## src/rtl/gpr_pkg.sv

```systemverilog
// Shared constants and types for the GPR write-back path.
package gpr_pkg;

    localparam int NREG = 32;
    localparam int XLEN = 32;
    localparam int RIDX = 5;

    // Write-back requesters sharing the single GPR write port.
    typedef enum logic {
        WB_EXU = 1'b0,
        WB_LSU = 1'b1
    } wb_src_e;

    // One write-back request: destination index and payload.
    typedef struct packed {
        logic [RIDX-1:0] rd;
        logic [XLEN-1:0] data;
    } wb_req_t;

endpackage

```

## src/rtl/gpr_scoreboard.sv

```systemverilog
// Busy scoreboard: one bit per architectural register, set when an
// instruction that writes rd issues, cleared when the GPR write lands.
// Also produces the RAW/WAW stall seen by decode.
module gpr_scoreboard #(
    parameter int NREG = 32,
    parameter int RIDX = 5
) (
    input  logic            clk,
    input  logic            rst_n,
    input  logic            chkValid,
    input  logic            chkWen,
    input  logic [RIDX-1:0] chkRd,
    input  logic [RIDX-1:0] chkRs1,
    input  logic [RIDX-1:0] chkRs2,
    input  logic            clrEn,
    input  logic [RIDX-1:0] clrIdx,
    output logic            stall,
    output logic [NREG-1:0] busy
);

    logic [NREG-1:0] busyQ;
    logic [NREG-1:0] busyNxt;
    logic            setEn;

    // Stall against the current bits only: a register committing this cycle
    // still stalls, there is no bypass from the write stage.
    always_comb begin
        stall = chkValid & (busyQ[chkRs1] | busyQ[chkRs2] | (chkWen & busyQ[chkRd]));
        setEn = chkValid & ~stall & chkWen & (chkRd != '0);
    end

    // Next bitmap: clear the committing index, set the issuing one. They
    // never collide because issue stalls while its rd is still busy.
    always_comb begin
        busyNxt = busyQ;
        if (clrEn)
            busyNxt[clrIdx] = 1'b0;
        if (setEn)
            busyNxt[chkRd] = 1'b1;
        busyNxt[0] = 1'b0;
    end

    // Scoreboard state register.
    always_ff @(posedge clk) begin
        if (!rst_n)
            busyQ <= '0;
        else
            busyQ <= busyNxt;
    end

    assign busy = busyQ;

endmodule

```

## src/rtl/gpr_wb_arbiter.sv

```systemverilog
// Arbitrates EXU and LSU write-backs onto the single GPR write port,
// registers the write, and owns the busy scoreboard used for issue stalls.
module gpr_wb_arbiter #(
    parameter int NREG = 32,
    parameter int XLEN = 32,
    parameter int RIDX = 5
) (
    input  logic            clk,
    input  logic            rst_n,
    input  logic            iss_valid,
    input  logic            iss_wen,
    input  logic [RIDX-1:0] iss_rd,
    input  logic [RIDX-1:0] iss_rs1,
    input  logic [RIDX-1:0] iss_rs2,
    output logic            iss_stall,
    input  logic            exu_valid,
    input  logic [RIDX-1:0] exu_rd,
    input  logic [XLEN-1:0] exu_data,
    output logic            exu_ready,
    input  logic            lsu_valid,
    input  logic [RIDX-1:0] lsu_rd,
    input  logic [XLEN-1:0] lsu_data,
    output logic            lsu_ready,
    output logic            RegWr,
    output logic [RIDX-1:0] Rw,
    output logic [XLEN-1:0] busW,
    output logic [NREG-1:0] busy,
    output logic            wb_err
);

    import gpr_pkg::*;

    wb_src_e rrLast;
    wb_req_t exuReq;
    wb_req_t lsuReq;
    wb_req_t selReq;
    logic    grantExu;
    logic    grantLsu;
    logic    accept;
    logic    tie;
    logic    doWrite;

    assign exuReq = '{rd: exu_rd, data: exu_data};
    assign lsuReq = '{rd: lsu_rd, data: lsu_data};

    // Grant: a lone requester always wins; on a tie the one that did not win
    // the previous tie goes. Only ties move the round-robin pointer.
    always_comb begin
        grantExu = 1'b0;
        grantLsu = 1'b0;
        tie      = exu_valid & lsu_valid;
        if (tie) begin
            if (rrLast == WB_LSU)
                grantExu = 1'b1;
            else
                grantLsu = 1'b1;
        end else begin
            grantExu = exu_valid;
            grantLsu = lsu_valid;
        end
        accept  = grantExu | grantLsu;
        selReq  = grantLsu ? lsuReq : exuReq;
        doWrite = accept & (selReq.rd != '0);
    end

    assign exu_ready = grantExu;
    assign lsu_ready = grantLsu;

    // Write stage: one cycle after acceptance the GPR port carries the write.
    // x0 requests are consumed but never drive the port, so Rw/busW keep the
    // last real write.
    always_ff @(posedge clk) begin
        if (!rst_n) begin
            RegWr  <= 1'b0;
            Rw     <= '0;
            busW   <= '0;
            wb_err <= 1'b0;
            rrLast <= WB_LSU;
        end else begin
            RegWr <= doWrite;
            if (doWrite) begin
                Rw   <= selReq.rd;
                busW <= selReq.data;
                if (!busy[selReq.rd])
                    wb_err <= 1'b1;
            end
            if (tie)
                rrLast <= grantLsu ? WB_LSU : WB_EXU;
        end
    end

    gpr_scoreboard #(
        .NREG (NREG),
        .RIDX (RIDX)
    ) u_sb (
        .clk      (clk),
        .rst_n    (rst_n),
        .chkValid (iss_valid),
        .chkWen   (iss_wen),
        .chkRd    (iss_rd),
        .chkRs1   (iss_rs1),
        .chkRs2   (iss_rs2),
        .clrEn    (RegWr),
        .clrIdx   (Rw),
        .stall    (iss_stall),
        .busy     (busy)
    );

endmodule

```

## config.mk

```make
export PLATFORM = sky130hd
export DESIGN_NAME = gpr_wb_arbiter
export DESIGN_NICKNAME = d
export VERILOG_FILES = /design/src/rtl/gpr_pkg.sv /design/src/rtl/gpr_scoreboard.sv /design/src/rtl/gpr_wb_arbiter.sv
export SDC_FILE = /design/constraint.sdc
export NUM_CORES = 1
export LEC_CHECK = 0
export BUFFER_PORTS_ARGS = -buffer_cell sky130_fd_sc_hd__buf_2
export CAP_MARGIN = 20
export CORE_UTILIZATION = 30
export CTS_BUF_LIST = sky130_fd_sc_hd__clkbuf_8 sky130_fd_sc_hd__clkbuf_16
export DETAILED_ROUTE_END_ITERATION = 10
export SETUP_SLACK_MARGIN = 0.15
export SYNTH_ARGS = -nofsm -noshare
export SYNTH_HDL_FRONTEND = slang
export SYNTH_SLANG_ARGS = --single-unit
export TNS_END_PERCENT = 30
```

## constraint.sdc

```tcl
create_clock -name clk -period 2.3 [get_ports clk]
set_input_delay 0.115 -clock clk [delete_from_list [all_inputs] [get_ports clk]]
set_output_delay 0.115 -clock clk [all_outputs]
set_load 0.02 [all_outputs]
```

[After elaboration in Yosys (flattened, before gate mapping)]
Cells that the tools add are included.
Cells by class
  mux-type cells: 20
  magnitude comparators: 7
  reductions and logical operators: 5
  bitwise operators: 15
Operators with widths (number)
  two-way mux 32 bit: 2
  two-way mux 37 bit: 1
  bitwise AND 32 bit: 1
  NOT 32 bit: 1
  bitwise OR 32 bit: 1
  < comparator 5 x 6 -> 1 bit, second input constant: 5
  binary-select mux 1 bit (select 5 bit): 4
  two-way mux 1 bit: 11
  demux 1 bit (select 5 bit): 2
  greater-or-equal comparator 5 x 1 -> 1 bit, second input constant: 2
  nonzero test 5 bit: 2
  bitwise AND 1 bit: 7
  bitwise OR 1 bit: 3
  logical AND 1 bit: 2
  NOT 1 bit: 2
  AND reduction 2 bit: 1
Word-level totals
  flip-flop bits (word level): 72
  output and inout bits: 74
  word-level logic and storage cells: 54

[Depth between registers and ports, before layout]
  depth after elaboration: 10
  mapped depth: 9

[Cells and area by module]
A second synthesis with hierarchy kept.
Second synthesis, totals
  cells, all modules: 531
  area total of the unflattened synthesis: 4699.5 um^2
By module, submodules not included
  gpr_scoreboard: cells an instance 248, seq. area each 620.6 um^2, area each 2411.1 um^2, times used 1
  gpr_wb_arbiter: cells an instance 283, seq. area each 800.8 um^2, area each 2288.4 um^2, times used 1

[Least setup slack after synthesis]
No wires, ideal clock.
  kind: flip-flop to flip-flop
  start point: register u_sb.busyQ[31], in the netlist u_sb.busy[31]
  end point: register u_sb.busyQ[11], in the netlist u_sb.busy[11]
  slack: -0.253 ns
  required time: 2.204 ns
  setup time: 0.096 ns
  cell stages (with the launch flop): 8
  data arrival time: 2.457 ns
  buffers on the path: 2
  period minus slack after synthesis: 2.553 ns
  cells stage by stage: dfxtp_1 > mux4_2 > mux4_2 > mux2_2 > or3_1 > clkbuf_1 > buf_6 > o41ai_2
On the way
  longest elaborated chain between the ends: 10
  elaborated cells on any way between the ends: 15
  those cells by class: mux: 7; bitwise: 8
RTL lines
  from (decl): RTL line gpr_scoreboard.sv:21  | logic [NREG-1:0] busyQ;
  from (signal assigned): RTL line gpr_scoreboard.sv:48  | busyQ <= busyNxt;
  binary-select mux 1 bit (select 5 bit): RTL line gpr_scoreboard.sv:28  | stall = chkValid & (busyQ[chkRs1] | busyQ[chkRs2] | (chkWen & busyQ[chkRd]));
  two-way mux 1 bit (implied by the code): RTL line gpr_scoreboard.sv:28
  bitwise OR 1 bit or bitwise AND 1 bit (tied branches): RTL line gpr_scoreboard.sv:28
  bitwise OR 1 bit *: RTL line gpr_scoreboard.sv:28
  bitwise AND 1 bit *: RTL line gpr_scoreboard.sv:28
  NOT 1 bit *: RTL line gpr_scoreboard.sv:29  | setEn = chkValid & ~stall & chkWen & (chkRd != '0);
  bitwise AND 1 bit * (3 in a row): RTL line gpr_scoreboard.sv:29
  two-way mux 32 bit *: RTL line gpr_scoreboard.sv:38  | if (setEn)
Mark *: on every way between the ends. The rest lies on a longest branch, timed or not. The select of a mux whose other input is x is not followed.
A chain may end at the register's enable or synchronous reset.

[Worst setup path after layout]
  start point: register u_sb.busyQ[31], in the netlist u_sb.busy[31]
  end point: register u_sb.busyQ[23], in the netlist u_sb.busy[23]
Same word-level chain as after synthesis.

==> results.py <==
metrics = {
    "power_and_ir_drop": {
        "seqPwrFrac_pct": 37.1,
        "p_sw_share_pct": 30.37,
        "combPwrFrac_pct": 22.7,
        "pwr-share-clk_pct": 40.2,
        "power_density_mw_per_mm2": 535.9,
        "vdd_ir_drop_max_v": 0.0003215,
        "p_int_mw": 2.528,
        "switching_power_mw": 1.102,
        "power_leakage_nw": 3.216,
    },
    "finish": {
        "drive_gt1_share_pct": 50.43,
        "area_delta_synth_final_pct": 48.46,
        "fin_nets": 784,
        "diodes": 0,
        "final_util_pct": 46.08,
    },
    "floorplanning": {
        "core-area_mm2": 0.01470,
        "num_rows": 44,
        "dieArea_mm2": 0.01570,
        "die_y_um": 125.3,
        "die_w_um": 125.3,
        "ios": 169,
        "start_util_pct": 31.04,
    },
    "grt": {
        "grt_start_max_net_pins": 65,
        "grt_overflow": 0,
        "antenna_found_initial": 0,
        "grt_pass1_vias": 5105,
        "track_usage_pct": 23.30,
        "grt_pass1_wl_um": 28310,
    },
    "synth": {
        "synthTopCellsByCount": "102 x nand2_1, 71 x dfxtp_1, 41 x nand3_1",
        "synth_top_cells_by_area": "dfxtp_1 31%, mux4_2 15%, nand2_1 8.4%",
        "synth-async-reset-ratio_pct": 0,
        "ys_ff_latch": 71,
        "synth-edff-count": 0,
        "syn-num-nets": 592,
        "synthDistinctLibCells": 45,
        "yosys.area.top_type": "dfxtp_1",
        "netlist_instances": 497,
        "seq_area_frac_synth_pct": 31.16,
        "synth.most_common_cell": "nand2_1",
        "yosysTopAreaCellShare_pct": 31.16,
        "synthFlopType": "dfxtp_1",
        "syn_area_per_cell_um2": 9.179,
        "syn_area_mm2": 0.004562,
        "yosysWarnings": 0,
    },
    "clock_network": {
        "postCtsHoldBufs": 0,
        "cts.sinks": 71,
        "clk_pin_slew_ns": 0.06,
        "cts_buffers": 9,
        "clkLatencyLatePin_ns": 0.34,
        "clk_path_buf_depth": 2,
        "cts_tree": "done",
        "clock-root-buffer": "clkbuf_16",
        "h-tree-depth": 3,
    },
    "run": {
        "drv_cap": 0,
    },
    "sta": {
        "fmax_mhz": 380.8,
        "setup_viol": 32,
        "hold_viol": 0,
        "slew_violations": 0,
        "fin_skew_ns": 0.01187,
        "tns_ns": -8.332,
        "max_slew_margin_pct": 44.39,
        "worst_pin_slew_ns": 0.8311,
        "fin_ws_ns": -0.3260,
        "fin_crit_sh_pct": 114.2,
        "period_minus_slack_ns": 2.626,
        "rsz0062_at_grt": "yes",
        "whs_ns": 0.1250,
    },
    "critical_path": {
        "cp-start-kind": "flop",
        "worst_path_dominant_cell_family": "multiplexers",
        "worstSetupPathType": "reg2reg",
        "required_ns": 2.53,
        "cp_common_cell": "mux4_2",
        "slowest_delay_ns": 0.52,
        "cp-end-kind": "flop",
        "path_buf_inv": 1,
        "crit_fanout": 8,
        "cp_cell_sequence": "mux4_2 > mux4_2 > mux2_4 > or3_4 > buf_12 > o41ai_4",
        "arrival_ns": 2.85,
        "crit_path_top_delay_cell": "mux4_2",
    },
    "detailed_routing": {
        "ant_nets": 0,
        "vias": 5232,
        "firstDrtPassIters": 9,
        "drt-initial-drc-count": 410,
        "wl_per_cell_um": 21.30,
        "vias_per_cell": 5.959,
        "drcViolationCount": 12,
        "routed_wirelength_um": 18700,
    },
    "run_status": {
        "violations": "DRC, setup timing",
        "status": "finished, violations left",
    },
    "placed_design": {
        "post-dp-hpwl_um": 13010,
        "io_buffers": 167,
        "gp_congestion": 0.9245,
    },
    "worst_hold_path": {
        "hp-class": "in2reg",
    },
}
-- path summary, 6_finish.rpt --
kind	endpoint	slack [ns]	cells after the start	start
max reg2reg	u_sb.busy[23]	-0.33	6	u_sb.busy[31]
min	busW[31]	0.13	4	lsu_data[31]
max	u_sb.busy[23]	-0.33	6	u_sb.busy[31]
min reg2reg	busW[3]	0.47	1	busW[3]
-- flip-flops by register name, summed over array words and instances, names as in the netlist --
| register | flops |
|---|---|
| rrLast | 1 |
| Rw | 5 |
| RegWr | 1 |
| u_sb.busy | 31 |
| wb_err | 1 |
| busW | 32 |
-- cell type report --
type | instances | area [um^2]
Fill cell | 1385 | 7926
Multi-Input combinational cell | 372 | 3313
Sequential cell | 71 | 1463
Timing Repair Buffer | 226 | 1423
Clock buffer | 11 | 252.7
Tap cell | 184 | 230.2
Clock inverter | 5 | 56.30
Inverter | 9 | 35.03
-- power by group through the flow --
stage / Sequential [mW] / Combinational [mW] / Clock, mW
2_1_floorplan: 1.45 / 0.372 / 0
3_3_place_gp: 1.37 / 0.746 / 0
3_5_place_dp: 1.37 / 0.760 / 0
4_1_cts: 1.35 / 0.777 / 1.48
5_1_grt: 1.35 / 0.882 / 1.54
6_report: 1.35 / 0.822 / 1.46
-- layer usage --
| metal | GRT usage, % | share of wire, % | vias to the layer above |
|---|---|---|---|
| met5 | 0 | 0 | - |
| met2 | 37.40 | 46 | 396 |
| li1 | - | - | 2311 |
| met4 | 11.05 | 4.1 | 0 |
| met3 | 6.889 | 11 | 61 |
| met1 | 28.66 | 38 | 2464 |
-- tightest hold or removal path: cells and delay by family --
kind,cells,cell delay [ns]
and+or+nand+nor,2,0.11
AOI/OAI and AO/OA,1,0.13
buffers and inverters,1,0.07
-- cells by family after synthesis --
kind of cell           share of synthesized area, %
other                                       0.08220
buffers and inverters                         4.909
flip-flops                                    31.16
AND/OR/NAND/NOR                               19.23
multiplexers                                  19.94
AO/OA/AOI/OAI                                 24.69
-- what timing repair did --
| item | 4_1_cts | 5_1_grt |
|---|---|---|
| resized for setup | 32 | 37 |
| pin swaps | 10 | 47 |
| buffers inserted | 2 | 1 |
| endpoints found under the setup margin | 70 | 68 |
| cloned | 0 | 2 |
-- cell usage in the layout (no fill, tap or decap), drive strengths merged, types with 5 or more instances in the layout --
| master | synthesis | routed |
|---|---|---|
| buf | 5 | 224 |
| mux4 | 30 | 30 |
| dfxtp | 71 | 71 |
| o31ai | 15 | 15 |
| a21oi | 5 | 5 |
| o211ai | 33 | 33 |
| nand3b | 8 | 8 |
| inv | 8 | 8 |
| o211a | 34 | 34 |
| nand3 | 41 | 41 |
| nand2 | 102 | 102 |
| o41ai | 16 | 16 |
| clkbuf | 40 | 13 |
| and2 | 7 | 7 |
| mux2i | 20 | 20 |
| a22oi | 6 | 6 |
| nor2 | 8 | 8 |
-- through the flow --
step / power [mW] / std cells / cell area, um^2 / setup WS, ns
after global routing: 3.779 / 878 / 6773 / -0.3483
after global placement: 2.114 / 857 / 5976 / -0.2997
final: 3.630 / 878 / 6773 / -0.3260
after floorplan: 1.822 / 497 / 4666 / -0.1919
after CTS: 3.602 / 875 / 6465 / -0.2792
after detailed placement: 2.131 / 857 / 5976 / -0.4007
Power figures use the tool's default switching activity.
